--- src/rtl/alu_op_issuer.sv ---
// alu_op_issuer: initiator side of the ALU operand interface.
// Takes one request at a time and drives OPA/OPB/CMD/MODE/CIN/CE/INP_VALID.
// Operands go out together or split into two phases with an idle gap between.
// RES and flags are sampled after a command-dependent latency and returned.
// Ports:
//   CLK, RST                 rising-edge clock, synchronous active-high reset
//   req_valid/req_ready      request handshake
//   req_opa/opb/cmd/mode/cin request operands and command
//   req_split, req_gap       operand split mode and idle gap length
//   OPA..INP_VALID           ALU-side operand outputs
//   RES, COUT..ERR           ALU result and flags
//   rsp_valid/rsp_ready      response handshake
//   rsp_res/flags/timeout    captured result, {COUT,OFLOW,G,E,L,ERR}, gap timeout
module alu_op_issuer #(
   parameter int DW        = 8,
   parameter int CW        = 4,
   parameter int LAT_NORM  = 2,
   parameter int LAT_MUL   = 3,
   parameter int GAP_LIMIT = 16
) (
   input  logic            CLK,
   input  logic            RST,
   input  logic            req_valid,
   output logic            req_ready,
   input  logic [DW-1:0]   req_opa,
   input  logic [DW-1:0]   req_opb,
   input  logic [CW-1:0]   req_cmd,
   input  logic            req_mode,
   input  logic            req_cin,
   input  logic [1:0]      req_split,
   input  logic [4:0]      req_gap,
   output logic [DW-1:0]   OPA,
   output logic [DW-1:0]   OPB,
   output logic [CW-1:0]   CMD,
   output logic            MODE,
   output logic            CIN,
   output logic            CE,
   output logic [1:0]      INP_VALID,
   input  logic [2*DW-1:0] RES,
   input  logic            COUT,
   input  logic            OFLOW,
   input  logic            G,
   input  logic            E,
   input  logic            L,
   input  logic            ERR,
   output logic            rsp_valid,
   input  logic            rsp_ready,
   output logic [2*DW-1:0] rsp_res,
   output logic [5:0]      rsp_flags,
   output logic            rsp_timeout
);

   typedef enum logic [2:0] {
      S_IDLE,
      S_PH1,
      S_GAP,
      S_PH2,
      S_WAIT,
      S_RESP
   } state_t;

   // WAIT runs LAT-1 cycles so the capture edge lands LAT cycles
   // after the edge that launched the final operand.
   localparam logic [4:0] WAIT_NORM = 5'(LAT_NORM - 1);
   localparam logic [4:0] WAIT_MUL  = 5'(LAT_MUL - 1);

   state_t          state_q, state_d;
   logic [DW-1:0]   opa_q, opa_d;
   logic [DW-1:0]   opb_q, opb_d;
   logic [CW-1:0]   cmd_q, cmd_d;
   logic            mode_q, mode_d;
   logic            cin_q, cin_d;
   logic [1:0]      split_q, split_d;
   logic [4:0]      gap_q, gap_d;
   logic [4:0]      cnt_q, cnt_d;
   logic [2*DW-1:0] res_q, res_d;
   logic [5:0]      flags_q, flags_d;
   logic            tmo_q, tmo_d;
   logic            is_mul;
   logic            split_req;
   logic [4:0]      wait_len;

   assign is_mul   = mode_q && (cmd_q == CW'(9) || cmd_q == CW'(10));
   assign wait_len = is_mul ? WAIT_MUL : WAIT_NORM;
   assign split_req = (req_split == 2'b01) || (req_split == 2'b10);

   always_comb begin
      state_d   = state_q;
      opa_d     = opa_q;
      opb_d     = opb_q;
      cmd_d     = cmd_q;
      mode_d    = mode_q;
      cin_d     = cin_q;
      split_d   = split_q;
      gap_d     = gap_q;
      cnt_d     = cnt_q;
      res_d     = res_q;
      flags_d   = flags_q;
      tmo_d     = tmo_q;
      req_ready = 1'b0;
      OPA       = '0;
      OPB       = '0;
      CMD       = '0;
      MODE      = 1'b0;
      CIN       = 1'b0;
      CE        = 1'b0;
      INP_VALID = 2'b00;
      rsp_valid = 1'b0;

      unique case (state_q)
         S_IDLE: begin
            // Held low while RST is asserted so reset shows no readiness.
            req_ready = !RST;
            if (req_valid && !RST) begin
               opa_d   = req_opa;
               opb_d   = req_opb;
               cmd_d   = req_cmd;
               mode_d  = req_mode;
               cin_d   = req_cin;
               split_d = split_req ? req_split : 2'b00;
               gap_d   = req_gap;
               tmo_d   = split_req &&
                         ({27'd0, req_gap} >= 32'(GAP_LIMIT));
               state_d = S_PH1;
            end
         end
         S_PH1: begin
            CE   = 1'b1;
            CMD  = cmd_q;
            MODE = mode_q;
            CIN  = cin_q;
            unique case (split_q)
               2'b01: begin
                  INP_VALID = 2'b01;
                  OPA       = opa_q;
               end
               2'b10: begin
                  INP_VALID = 2'b10;
                  OPB       = opb_q;
               end
               default: begin
                  INP_VALID = 2'b11;
                  OPA       = opa_q;
                  OPB       = opb_q;
               end
            endcase
            if (split_q == 2'b00) begin
               cnt_d   = wait_len;
               state_d = S_WAIT;
            end else if (gap_q != 5'd0) begin
               cnt_d   = gap_q;
               state_d = S_GAP;
            end else begin
               state_d = S_PH2;
            end
         end
         S_GAP: begin
            CE   = 1'b1;
            CMD  = cmd_q;
            MODE = mode_q;
            CIN  = cin_q;
            if (cnt_q <= 5'd1) begin
               state_d = S_PH2;
            end else begin
               cnt_d = cnt_q - 5'd1;
            end
         end
         S_PH2: begin
            CE   = 1'b1;
            CMD  = cmd_q;
            MODE = mode_q;
            CIN  = cin_q;
            if (split_q == 2'b01) begin
               INP_VALID = 2'b10;
               OPB       = opb_q;
            end else begin
               INP_VALID = 2'b01;
               OPA       = opa_q;
            end
            cnt_d   = wait_len;
            state_d = S_WAIT;
         end
         S_WAIT: begin
            CE   = 1'b1;
            CMD  = cmd_q;
            MODE = mode_q;
            CIN  = cin_q;
            if (cnt_q <= 5'd1) begin
               res_d   = RES;
               flags_d = {COUT, OFLOW, G, E, L, ERR};
               state_d = S_RESP;
            end else begin
               cnt_d = cnt_q - 5'd1;
            end
         end
         S_RESP: begin
            rsp_valid = 1'b1;
            if (rsp_ready) begin
               state_d = S_IDLE;
            end
         end
         default: begin
            state_d = S_IDLE;
         end
      endcase
   end

   assign rsp_res     = res_q;
   assign rsp_flags   = flags_q;
   assign rsp_timeout = tmo_q;

   always_ff @(posedge CLK) begin
      if (RST) begin
         state_q <= S_IDLE;
         opa_q   <= '0;
         opb_q   <= '0;
         cmd_q   <= '0;
         mode_q  <= 1'b0;
         cin_q   <= 1'b0;
         split_q <= 2'b00;
         gap_q   <= 5'd0;
         cnt_q   <= 5'd0;
         res_q   <= '0;
         flags_q <= 6'd0;
         tmo_q   <= 1'b0;
      end else begin
         state_q <= state_d;
         opa_q   <= opa_d;
         opb_q   <= opb_d;
         cmd_q   <= cmd_d;
         mode_q  <= mode_d;
         cin_q   <= cin_d;
         split_q <= split_d;
         gap_q   <= gap_d;
         cnt_q   <= cnt_d;
         res_q   <= res_d;
         flags_q <= flags_d;
         tmo_q   <= tmo_d;
      end
   end

endmodule
--- config.mk ---
export PLATFORM = sky130hd
export DESIGN_NAME = alu_op_issuer
export DESIGN_NICKNAME = d
export VERILOG_FILES = /design/src/rtl/alu_op_issuer.sv
export SDC_FILE = /design/constraint.sdc
export NUM_CORES = 1
export LEC_CHECK = 0
export CAP_MARGIN = 10
export CELL_PAD_IN_SITES_DETAIL_PLACEMENT = 1
export CELL_PAD_IN_SITES_GLOBAL_PLACEMENT = 1
export CORE_AREA = 2 2 99 101
export CTS_BUF_LIST = sky130_fd_sc_hd__clkbuf_8 sky130_fd_sc_hd__clkbuf_16
export CTS_CLUSTER_SIZE = 30
export DETAILED_ROUTE_END_ITERATION = 8
export DIE_AREA = 0 0 101 103
export HOLD_SLACK_MARGIN = 0.05
export PLACE_DENSITY_LB_ADDON = 0.1
export SYNTH_ARGS = -nofsm -noshare
export SYNTH_HDL_FRONTEND = slang
export SYNTH_SLANG_ARGS = --single-unit
--- constraint.sdc ---
create_clock -name CLK -period 2.05 [get_ports CLK]
set_clock_uncertainty 0.05 [all_clocks]
set_input_delay 0.205 -clock CLK [delete_from_list [all_inputs] [get_ports CLK]]
set_output_delay 0.205 -clock CLK [all_outputs]
set_load 0.03 [all_outputs]
Word level (Yosys, flattened, before mapping)
Cells that the tools add are included.
W data, S select, Z words.
- $add $sub $neg: 1
- $lt $le $gt $ge: 2
- reduce and logical (&&, ||, !) cells: 16
- muxes and demuxes: 28
- eq/ne operators: 17
- operators with widths (cell ; number):
    $mux W8 ; 4
    $pmux W8 S2 ; 2
    $pmux W3 S6 ; 1
    $mux W3 ; 5
    $mux W5 ; 3
    $pmux W5 S3 ; 1
    $ne A2 B2 Y1 const B ; 5
    $eq A4 B4 Y1 const B ; 2
    $pmux W2 S2 ; 2
    $eq A3 B2 Y1 const B ; 2
    $eq A3 B3 Y1 const B ; 2
    $mux W1 ; 6
    $mux W2 ; 3
    $ge A5 B5 Y1 const B ; 1
    $le A5 B1 Y1 const B ; 1
    $reduce_bool A5 Y1 ; 1
    $sub A5 B1 Y5 const B ; 1
    $eq A2 B1 Y1 const B ; 2
    $eq A2 B2 Y1 const B ; 2
    $mux W4 ; 1
    $reduce_and A2 Y1 ; 2
    $reduce_and A4 Y1 ; 1
    $reduce_or A4 Y1 ; 1
    $eq A3 B1 Y1 const B ; 1
    9 further kinds ; 12
- register bits after elaboration: 60
- logic and storage cells: 76
- output and inout bits: 50

Logic depth before layout (Yosys ltp)
- depth in word-level cells: 6
- depth in mapped cells: 7
- mapped depth without buffers: 6

Worst setup path after synthesis
No wires, ideal clock.
- kind: flip-flop to flip-flop
- start: register state_q[0]
- end: register tmo_q, in the netlist rsp_timeout
- path slack: -0.171 ns
- cell stages (with the launch flop): 6
- arrival: 2.100 ns
- buffers on the path: 1
- required time: 1.929 ns
- library setup time: 0.071 ns
- path through: dfxtp_1 nor4_1 and2_1 buf_2 nand3b_1 a21oi_1
- word-level cells in the longest chain between the ends: 2
- ends and longest elaborated chain (what ; line ; text):
    start: declaration ; 67 ; state_t state_q, state_d;
    start signal: assignment ; 227 ; state_q <= state_d;
    $logic_not A3 Y1 ; 110 ; unique case (state_q)
    $reduce_and A2 Y1 (no source line) ; - ;
    end signal: assignment ; 238 ; tmo_q <= tmo_d;
    end: declaration ; 78 ; logic tmo_q, tmo_d;
Every way passes these cells.
A chain may end at the register's enable or synchronous reset.

Worst setup path in the final report
- start: register state_q[2]
- end: output port OPA[1]
- word-level cells in the longest chain between the ends: 2
- ends and longest elaborated chain (what ; line ; text):
    $eq A3 B2 Y1 or $eq A3 B1 Y1 (tied branches) ; 110 ;
    $pmux W8 S2 (*) ; 110 ;
    end: declaration ; 32 ; output logic [DW-1:0] OPA,
Every way passes the cells marked *; elsewhere a longest branch is shown, timed or not.

==> results.sh <==
export IMPL_placed_area_mm2=0.003931
export IMPL_layout_commonest_cell="clkdlybuf4s50_1"
export IMPL_syn_cell_area_mm2=0.002746
export IMPL_comb_power_share=0.337
export IMPL_path_class="reg2out"
export IMPL_rows=36
export IMPL_p_total_mw=3.562
export IMPL_insertion_delay_ns=0.33
export IMPL_initial_utilization=0.2903
export IMPL_grtUsageTotal=0.1613
export IMPL_arrival_ns=1.69
export IMPL_cp_max_fo=12
export IMPL_cp_start_kind="register"
export IMPL_dieArea_mm2=0.01040
export IMPL_ys_types=48
export IMPL_viasPerCell=4.776
export IMPL_drt_pass1_iterations=4
export IMPL_clkPwrFrac=0.272
export IMPL_synth_ff_type="dfxtp_1"
export IMPL_wl_um=8147
export IMPL_slowest_delay_ns=0.35
export IMPL_synth_nets=382
export IMPL_fin_crit_sh=0.9507
export IMPL_drive_gt1_frac=0.1693
export IMPL_setup_viol=0
export IMPL_maxSlewViolCount=0
export IMPL_cp_top_family="buffers and inverters"
export IMPL_min_path_type="in2reg"
export IMPL_ys_warnings_count=0
export IMPL_gp_congestion=0.8450
export IMPL_diodes=0
export IMPL_crit_path_end_kind="output port"
export IMPL_final_cell_mix="clkdlybuf4s50_1, nand2_1, dfxtp_1"
export IMPL_grt_first_pass_wirelength_um=13230
export IMPL_fmax_ghz=0.5131
export IMPL_clock_sinks=60
export IMPL_clkSlewWorstSetupHoldPaths_ns=0.07
export IMPL_cts_tree="done"
export IMPL_seq_power_share=0.391
export IMPL_wl_per_cell_um=14.63
export IMPL_hpwl_um=5995
export IMPL_cts_htree_levels=3
export IMPL_cp_required_ns=1.79
export IMPL_crit_path_cell_trace="buf_6 -> nand2b_4 -> a221oi_4 -> buf_6 -> and2_1 -> buf_4"
export IMPL_initialDrtViolationCount=72
export IMPL_core_area_mm2=0.009459
export IMPL_fin_crit_ns=1.949
export IMPL_ys_ff_latch=60
export IMPL_nNetsFinal=499
export IMPL_stdcell_area_mm2=0.004172
export IMPL_hold_viol_final=0
export IMPL_cpMostUsedCell="buf_6"
export IMPL_min_path_cells=3
export IMPL_ys_seq_area_frac=0.4374
export IMPL_die_h_um=103
export IMPL_hold_ws_ns=0.3510
export IMPL_p_int_mw=2.370
export IMPL_grt_max_degree=23
export IMPL_num_vias=2660
export IMPL_async_flop_share=0
export IMPL_grt_overflow=0
export IMPL_crit_cells=6
export IMPL_port_buffers=104
export IMPL_synth_edff_count=0
export IMPL_io_pins=105
export IMPL_swShare=0.3347
export IMPL_maxCapViolCount=0
export IMPL_cts_buffers=9
export IMPL_max_slew_worst_pin_slew_ns=0.4252
export IMPL_drc_errors=0
export IMPL_switching_power_mw=1.192
export IMPL_postSynthAreaPerCell_um2=8.503
export IMPL_grt_pass1_vias=2731
export IMPL_r2r_cells=7
export IMPL_power_density_mw_per_mm2=853.8
export IMPL_slowest_stage="dfxtp_2"
export IMPL_status="completed"
export IMPL_hold_buffers=0
export IMPL_max_slew_margin_rel=0.7160
export IMPL_grt_antenna_before_repair=0
export IMPL_syn_inst=323
export IMPL_area_delta_synth_final_pct=51.89
export IMPL_vdd_drop_max_mv=0.3675
export IMPL_fp_dieW_um=101
export IMPL_clock_path_buffers=2
export IMPL_power_leakage_nw=1.945
export IMPL_detail_route_antenna_nets=0
export IMPL_cts_root_buf="clkbuf_8"
export IMPL_cp_num_buf_inv=3
[metal layers]
layer | wire [um] | track usage
met1 | 3693 | 0.1944
met2 | 3787 | 0.2713
met3 | 489 | 0.04136
met4 | 176 | 0.07380
met5 | 0 | 0
[sequential cells by signal, indices dropped and copies added (netlist names)]
| register | flops |
|---|---|
| state_q | 3 |
| opb_q | 8 |
| cin_q | 1 |
| rsp_res | 16 |
| gap_q | 5 |
| opa_q | 8 |
| cmd_q | 4 |
| mode_q | 1 |
| split_q | 2 |
| rsp_flags | 6 |
| rsp_timeout | 1 |
| cnt_q | 5 |
[through the flow]
step	std cells	setup TNS, ns	utilization	worst slack, ns
floorplan	323	0	-	0.09963
global placement	540	0	0.4156	0.2347
detailed placement	540	0	0.4156	0.2174
CTS	554	0	0.4337	0.02275
global route	557	-0.002582	0.4410	-0.002582
finish	557	0	0.4410	0.1011
[worst min-delay path: cells and delay by family]
family | cells | cell delay [ns]
buf+inv | 1 | 0.40
simple gates | 2 | 0.10
[final cells by class]
cell class / instances / area, um2
fill: 1117 / 5288
inverter: 8 / 30.03
timing repair buffer: 125 / 1162
sequential: 60 / 1206
clock buffer: 12 / 165.2
tap: 114 / 142.6
multi-input combinational: 236 / 1455
clock inverter: 2 / 10.01
[Yosys cell counts, types with 3 or more instances]
cell type	count	area (um2)
mux2i_1	23	230.2
a221oi_2	3	45.04
nor2b_1	4	25.02
nor2_1	27	101.4
a21oi_1	3	15.01
a31oi_1	3	18.77
and3_1	7	43.79
a211oi_1	3	22.52
inv_1	8	30.03
clkbuf_1	8	30.03
and2_1	18	112.6
nand2_1	66	247.7
nand3_1	32	160.2
nand2b_1	3	18.77
dfxtp_1	60	1201
ha_1	4	50.05
or3_1	4	25.02
buf_2	5	25.02
buf_1	3	11.26
[kinds of logic after synthesis]
logic type,count (synthesis),synth area share
multiplexers,23,0.08383
AO/OA/AOI/OAI,31,0.09932
flip-flops,60,0.4374
XOR/XNOR,4,0.01276
AND/OR/NAND/NOR,174,0.3039
adder cells (fa/ha/maj),4,0.01822
buffers and inverters,27,0.04464
[final timing paths]
check | start | to | slack, ns
min | req_opb[7] | opb_q[7] | 0.35
min reg2reg | opb_q[3] | opb_q[3] | 0.40
max reg2reg | cnt_q[1] | rsp_res[9] | 0.21
max | state_q[2] | OPA[1] | 0.10
[power by group through the flow]
stage	combinational [mW]	clock, mW	sequential [mW]
2_1_floorplan	0.650	0	1.47
3_3_place_gp	1.17	0	1.41
3_5_place_dp	1.19	0	1.41
4_1_cts	1.18	1.01	1.39
5_1_grt	1.31	1.05	1.41
6_report	1.20	0.967	1.39
[repair_timing]
item                       4_1_cts  5_1_grt
gates cloned                     0        1
setup endpoints to repair        3       16
hold endpoints to repair         0        0
setup buffers                    0        2
pin swaps                        0        1
resized for setup                3       14
Power figures use the tool's default switching activity.
